## config.mk

```make
export PLATFORM = sky130hd
export DESIGN_NAME = frmbuf_rd
export DESIGN_NICKNAME = d
export VERILOG_FILES = /design/src/rtl/frmbuf_pkg.sv /design/src/rtl/frmbuf_vsyn_edge.sv /design/src/rtl/frmbuf_rd.sv
export SDC_FILE = /design/constraint.sdc
export NUM_CORES = 1
export LEC_CHECK = 0
export ABC_AREA = 1
export CAP_MARGIN = 10
export CORE_AREA = 5 5 225 227
export DETAILED_ROUTE_END_ITERATION = 12
export DIE_AREA = 0 0 230 232
export MAX_ROUTING_LAYER = met4
export PLACE_DENSITY = 0.45
export SYNTH_ARGS = -nofsm -noshare
export SYNTH_HDL_FRONTEND = slang
export SYNTH_SLANG_ARGS = --single-unit
```

## constraint.sdc

```tcl
create_clock -name i_ddr3_clk -period 1.98 [get_ports i_ddr3_clk]
set_input_delay 0.396 -clock i_ddr3_clk [delete_from_list [all_inputs] [get_ports i_ddr3_clk]]
set_output_delay 0.396 -clock i_ddr3_clk [all_outputs]
set_load 0.03 [all_outputs]
```

## src/rtl/frmbuf_pkg.sv

```systemverilog
// Shared definitions for the frame-buffer reader and writer: state encodings,
// burst defaults, DDR app command codes and bus widths.
package frmbuf_pkg;

    localparam int unsigned ADDR_W       = 27;
    localparam int unsigned DATA_W       = 256;
    localparam int unsigned CMD_W        = 3;
    localparam int unsigned STATE_W      = 3;
    localparam int unsigned PEND_W       = 6;
    localparam int unsigned VS_SHIFT_W   = 10;

    localparam int unsigned RD_NUM_DEF   = 32;
    localparam int unsigned ADDR_ADD_DEF = 8;

    localparam logic [CMD_W-1:0] APP_CMD_WR = 3'd0;
    localparam logic [CMD_W-1:0] APP_CMD_RD = 3'd1;

    typedef enum logic [STATE_W-1:0] {
        S_idle     = 3'd0,
        S_wait_buf = 3'd1,
        S_arb_req  = 3'd2,
        S_rd_cmd   = 3'd3,
        S_rd_wait  = 3'd4
    } state_t;

endpackage

```

## src/rtl/frmbuf_vsyn_edge.sv

```systemverilog
// Brings the asynchronous vsync into the DDR clock domain and emits a
// registered one-cycle pulse on its falling edge.
module frmbuf_vsyn_edge
    import frmbuf_pkg::*;
(
    input  logic clk,
    input  logic rst_n,
    input  logic vsyn,
    output logic vs_fall
);

    logic [VS_SHIFT_W-1:0] vs_shift;

    // Long shift chain doubles as synchroniser and glitch filter; the edge is
    // taken from the two oldest taps.
    always_ff @(posedge clk or negedge rst_n) begin
        if (!rst_n) begin
            vs_shift <= '0;
            vs_fall  <= 1'b0;
        end else begin
            vs_shift <= {vs_shift[VS_SHIFT_W-2:0], vsyn};
            vs_fall  <= (vs_shift[VS_SHIFT_W-1 -: 2] == 2'b10);
        end
    end

endmodule

```

## src/rtl/frmbuf_rd.sv

```systemverilog
// Frame-buffer reader: arbitrates for the DDR, issues bursts of read commands
// from the frame base address and streams returned beats into the display FIFO.
module frmbuf_rd
    import frmbuf_pkg::*;
#(
    parameter int unsigned p_debug_en = 0,
    parameter int unsigned p_rd_num   = RD_NUM_DEF,
    parameter int unsigned p_addr_add = ADDR_ADD_DEF
) (
    input  logic              i_ddr3_clk,
    input  logic              i_rst_n,
    input  logic              i_system_init,
    input  logic              i_dst_vsyn,
    input  logic [ADDR_W-1:0] i_addr_inital,
    input  logic              i_fifo_almost_full,
    output logic              o_fifo_rst,
    output logic              o_fifo_wr,
    output logic [DATA_W-1:0] o_fifo_data,
    output logic              o_request,
    input  logic              i_response,
    output logic              o_bust_end,
    output logic              o_app_en,
    output logic [CMD_W-1:0]  o_app_cmd,
    output logic [ADDR_W-1:0] o_addr,
    input  logic              i_app_rdy,
    input  logic [DATA_W-1:0] i_app_rd_data,
    input  logic              i_app_rd_data_valid,
    output logic [STATE_W-1:0] o_cs,
    output logic [STATE_W-1:0] o_ns
);

    localparam int unsigned       CNT_W     = $clog2(p_rd_num + 1);
    localparam logic [CNT_W-1:0]  LAST_IDX  = CNT_W'(p_rd_num - 1);
    localparam logic [ADDR_W-1:0] ADDR_STEP = ADDR_W'(p_addr_add);

    state_t              cs;
    state_t              ns;
    logic                vs_fall;
    logic                accept;
    logic                in_burst;
    logic [CNT_W-1:0]    cmd_cnt;
    logic [CNT_W-1:0]    data_cnt;
    logic [PEND_W-1:0]   pending;

    frmbuf_vsyn_edge u_vsyn_edge (
        .clk     (i_ddr3_clk),
        .rst_n   (i_rst_n),
        .vsyn    (i_dst_vsyn),
        .vs_fall (vs_fall)
    );

    assign in_burst    = (cs == S_rd_cmd) || (cs == S_rd_wait);
    assign o_app_en    = (cs == S_rd_cmd);
    assign accept      = o_app_en && i_app_rdy;
    assign o_app_cmd   = APP_CMD_RD;
    // Beats returning in S_idle belong to an aborted burst and are discarded.
    assign o_fifo_wr   = i_app_rd_data_valid && in_burst;
    assign o_fifo_data = i_app_rd_data;
    assign o_fifo_rst  = vs_fall;
    assign o_cs        = cs;
    assign o_ns        = ns;

    // Next-state logic; a vsync falling edge aborts from any state.
    always_comb begin
        ns = cs;
        case (cs)
            S_idle:     if (i_system_init && (pending == '0)) ns = S_wait_buf;
            S_wait_buf: if (!i_fifo_almost_full)               ns = S_arb_req;
            S_arb_req:  if (i_response)                        ns = S_rd_cmd;
            S_rd_cmd:   if (accept && (cmd_cnt == LAST_IDX))   ns = S_rd_wait;
            S_rd_wait:  if (i_app_rd_data_valid && (data_cnt == LAST_IDX)) ns = S_idle;
            default:    ns = S_idle;
        endcase
        if (vs_fall) begin
            ns = S_idle;
        end
    end

    always_ff @(posedge i_ddr3_clk or negedge i_rst_n) begin
        if (!i_rst_n) begin
            cs         <= S_idle;
            o_request  <= 1'b0;
            o_bust_end <= 1'b0;
        end else begin
            cs         <= ns;
            o_request  <= (cs == S_arb_req);
            o_bust_end <= (cs == S_rd_wait) && (ns == S_idle) && !vs_fall;
        end
    end

    // Command address: rebased each frame, advanced only on accepted commands.
    always_ff @(posedge i_ddr3_clk or negedge i_rst_n) begin
        if (!i_rst_n) begin
            o_addr <= '0;
        end else if (vs_fall) begin
            o_addr <= i_addr_inital;
        end else if (accept) begin
            o_addr <= o_addr + ADDR_STEP;
        end
    end

    always_ff @(posedge i_ddr3_clk or negedge i_rst_n) begin
        if (!i_rst_n) begin
            cmd_cnt  <= '0;
            data_cnt <= '0;
        end else begin
            if (cs != S_rd_cmd) begin
                cmd_cnt <= '0;
            end else if (accept) begin
                cmd_cnt <= cmd_cnt + CNT_W'(1);
            end
            if (cs == S_idle) begin
                data_cnt <= '0;
            end else if (in_burst && i_app_rd_data_valid) begin
                data_cnt <= data_cnt + CNT_W'(1);
            end
        end
    end

    // Reads in flight at the DDR; a new burst waits until stale data has drained.
    always_ff @(posedge i_ddr3_clk or negedge i_rst_n) begin
        if (!i_rst_n) begin
            pending <= '0;
        end else begin
            case ({accept, i_app_rd_data_valid})
                2'b10:   pending <= pending + PEND_W'(1);
                2'b01:   pending <= pending - PEND_W'(1);
                default: pending <= pending;
            endcase
        end
    end

    if (p_debug_en != 0) begin : g_debug
        pend_no_wrap: assert property (@(posedge i_ddr3_clk) disable iff (!i_rst_n)
            !(accept && !i_app_rd_data_valid && (pending == '1)));
    end

endmodule
```

==> impl_metrics.yaml <==
floorplan:
  dieArea_um2: 53400
  rows: 81
  start_util_pct: 11.2
  num_io_pins: 588
  die_x_um: 230
  core_area_um2: 48400
  die_h_um: 232
synthesis:
  synthCells: 719
  avgSynthCellArea_um2: 7.53
  ys_types: 40
  yosysWarnings: 0
  synth_seq_cells: 61
  yosysSeqAreaShare_pct: 28.2
  synth.cell_area_um2: 5420
placed_design:
  gp_congestion: 0.783
  port_buffers: 72
  dp_hpwl_um: 16400
  place_ws_ns: -0.598
clock_tree:
  clockRootBuffer: "clkbuf_16"
  cts_buffers: 9
  cts_sinks: 61
  clk_path_buf_depth: 2
  clk_latency_ns: 0.35
  cts_tree: "yes"
  clkSlewWorstSetupHoldPaths_ns: 0.05
  htree_levels: 3
setup_path:
  cp_max_fo: 3
  crit_path_max_incr_delay_ns: 0.39
  slowest_stage: "dfrtp_1"
  worstPathCellList: "ha_4 > nand3_4 > nor2_4 > nand4_1 > buf_4 > a21oi_4 > buf_6"
  critPathKind: "flop to output pin"
  cp-end-kind: "output pin"
  critPathArrivalTime_ns: 1.65
  critPathRequiredTime_ns: 1.58
  cp-start-kind: "flop"
routing:
  ant_nets: 0
  vias: 3850
  drcViolationCount: 0
  met3_length_um: 3300
  viasPerCell: 3.15
  dr_wl_met2_um: 8600
  met1Wirelength_um: 7280
  routed_wl_um: 20100
  first_pass_iters: 5
  drt_iter0_drc: 178
  highest_layer: "met4"
  wire_per_inst_um: 16.4
power:
  finalPower_mw: 5.10
  peakVddDrop_mv: 0.491
  p_leak_nw: 2.50
  power_density_nw_per_um2: 879
sta:
  post-route-min-period_ns: 2.05
  fmax_mhz: 488
  finClkSkew_ns: 0.00901
  rsz0062_at_grt: "true"
  drv_slew: 0
  tns_ns: -0.166
  period_share_pct: 103
  finalHoldViolCount: 0
  post-route-worst-setup-slack_ns: -0.0684
  setup_violations: 5
hold_path:
  hold_path.class: "flop to flop"
cells_and_area:
  layout.nets: 896
  diodes: 0
  final_common_cell: "nand2_1"
  area_delta_synth_final_pct: 7.09
  drive_gt1_share_pct: 22.2
  mostFrequentLayoutCells: "nand2_1, buf_4, dfrtp_1"
grt:
  antenna_found_initial: 6
  gr-total-overflow: 0
  first_global_vias: 3828
  grt_pass1_wl_um: 27900
  grt_max_degree: 44
  grt_usage_pct: 7.59
outcome:
  status: "finished, violations left"
  violations: "negative setup slack"
run:
  maxCapViolations: 0
## synth_stat cells, drive strengths merged
master | count | area (µm²)
inv | 50 | 200
clkbuf | 5 | 18.8
or2 | 1 | 6.26
o21ai | 20 | 100
fa | 1 | 20.0
xor2 | 11 | 96.3
nand3b | 1 | 7.51
xnor2 | 2 | 17.5
conb | 2 | 7.51
nand4 | 6 | 37.5
o21bai | 1 | 7.51
a21boi | 1 | 18.8
a211oi | 1 | 7.51
o211ai | 3 | 22.5
buf | 261 | 1970
a22o | 1 | 8.76
nand2 | 162 | 637
a21oi | 11 | 55.1
o31ai | 1 | 7.51
nand3 | 39 | 218
ha | 8 | 100
dfrtp | 61 | 1530
a31oi | 2 | 12.5
nor3 | 6 | 30.0
o221ai | 1 | 8.76
nor3b | 1 | 7.51
nor2 | 60 | 267
## logic make-up after synthesis
kind of cell / Yosys count / share of synthesized area [%]
buffers and inverters: 316 / 40.4
AND/OR/NAND/NOR: 276 / 22.3
flip-flops: 61 / 28.2
AO/OA/AOI/OAI: 42 / 4.60
XOR/XNOR: 13 / 2.10
adder cells (fa/ha/maj): 9 / 2.22
other: 2 / 0.139
## per-layer routing
metal  global-route usage [%]  vias to the layer above
li1                         -                     1731
met1                     7.76                     1699
met2                     10.6                      332
met3                     5.72                       88
met4                     3.89                        0
met5                        -                        -
## final timing paths
check	start	to	slack [ns]	depth (start not counted)
max	cmd_cnt[1]	o_ns[2]	-0.07	7
min	u_vsyn_edge.vs_shift[2]	u_vsyn_edge.vs_shift[3]	0.35	0
max reg2reg	o_cs[2]	pending[4]	-0.01	16
min reg2reg	u_vsyn_edge.vs_shift[2]	u_vsyn_edge.vs_shift[3]	0.35	0
max in group asynchronous	i_rst_n	o_addr[2]	0.95	3
min in group asynchronous	i_rst_n	cmd_cnt[4]	0.46	2
## area by class of cell
type,instances,area [µm²]
well taps,622,778
multi-input cells,343,1820
fillers,5612,42600
repair buffers,131,1180
clock inverters,6,63.8
inverters,50,200
flip-flops and latches,61,1530
clock buffers,9,225
## metrics by stage
stage	cells	instance area (µm²)	utilization (%)	hold slack (ns)
after global placement	1195	5320	11.0	0.305
after detailed placement	1195	5320	11.0	0.305
final	1222	5800	12.0	0.347
after global routing	1222	5800	12.0	0.352
after CTS	1217	5690	11.8	0.346
after floorplan	720	5470	-	0.100
## state kept, by name, summed over array words and instances, names as in the netlist
| signal | flops |
|---|---|
| o_request | 1 |
| u_vsyn_edge.vs_shift | 10 |
| o_cs | 3 |
| o_bust_end | 1 |
| o_addr | 27 |
| data_cnt | 6 |
| cmd_cnt | 6 |
| u_vsyn_edge.vs_fall | 1 |
| pending | 6 |
## critical path, delay by kind of cell, from the launching register on
| kind | cells | cell delay [ns] |
|---|---|---|
| buffers and inverters | 2 | 0.32 |
| AO/OA/AOI/OAI | 1 | 0.14 |
| AND/OR/NAND/NOR | 3 | 0.29 |
| adder cells (fa/ha/maj) | 1 | 0.16 |
| flip-flops | 1 | 0.39 |
## report_power, final
group,switching (mW),internal [mW]
Clock,0.631,0.966
Combinational,1.04,0.812
Sequential,0.218,1.44
## timing repair
item | 4_1_cts | 5_1_grt
pin swaps | 6 | 14
hold buffers | 1 | 0
endpoints found under the hold margin | 9 | 0
gates resized for setup | 34 | 19
gates cloned | 0 | 0
buffers inserted | 7 | 5
endpoints found under the setup margin | 15 | 13
Note: power is estimated with default switching activity, not from simulation.
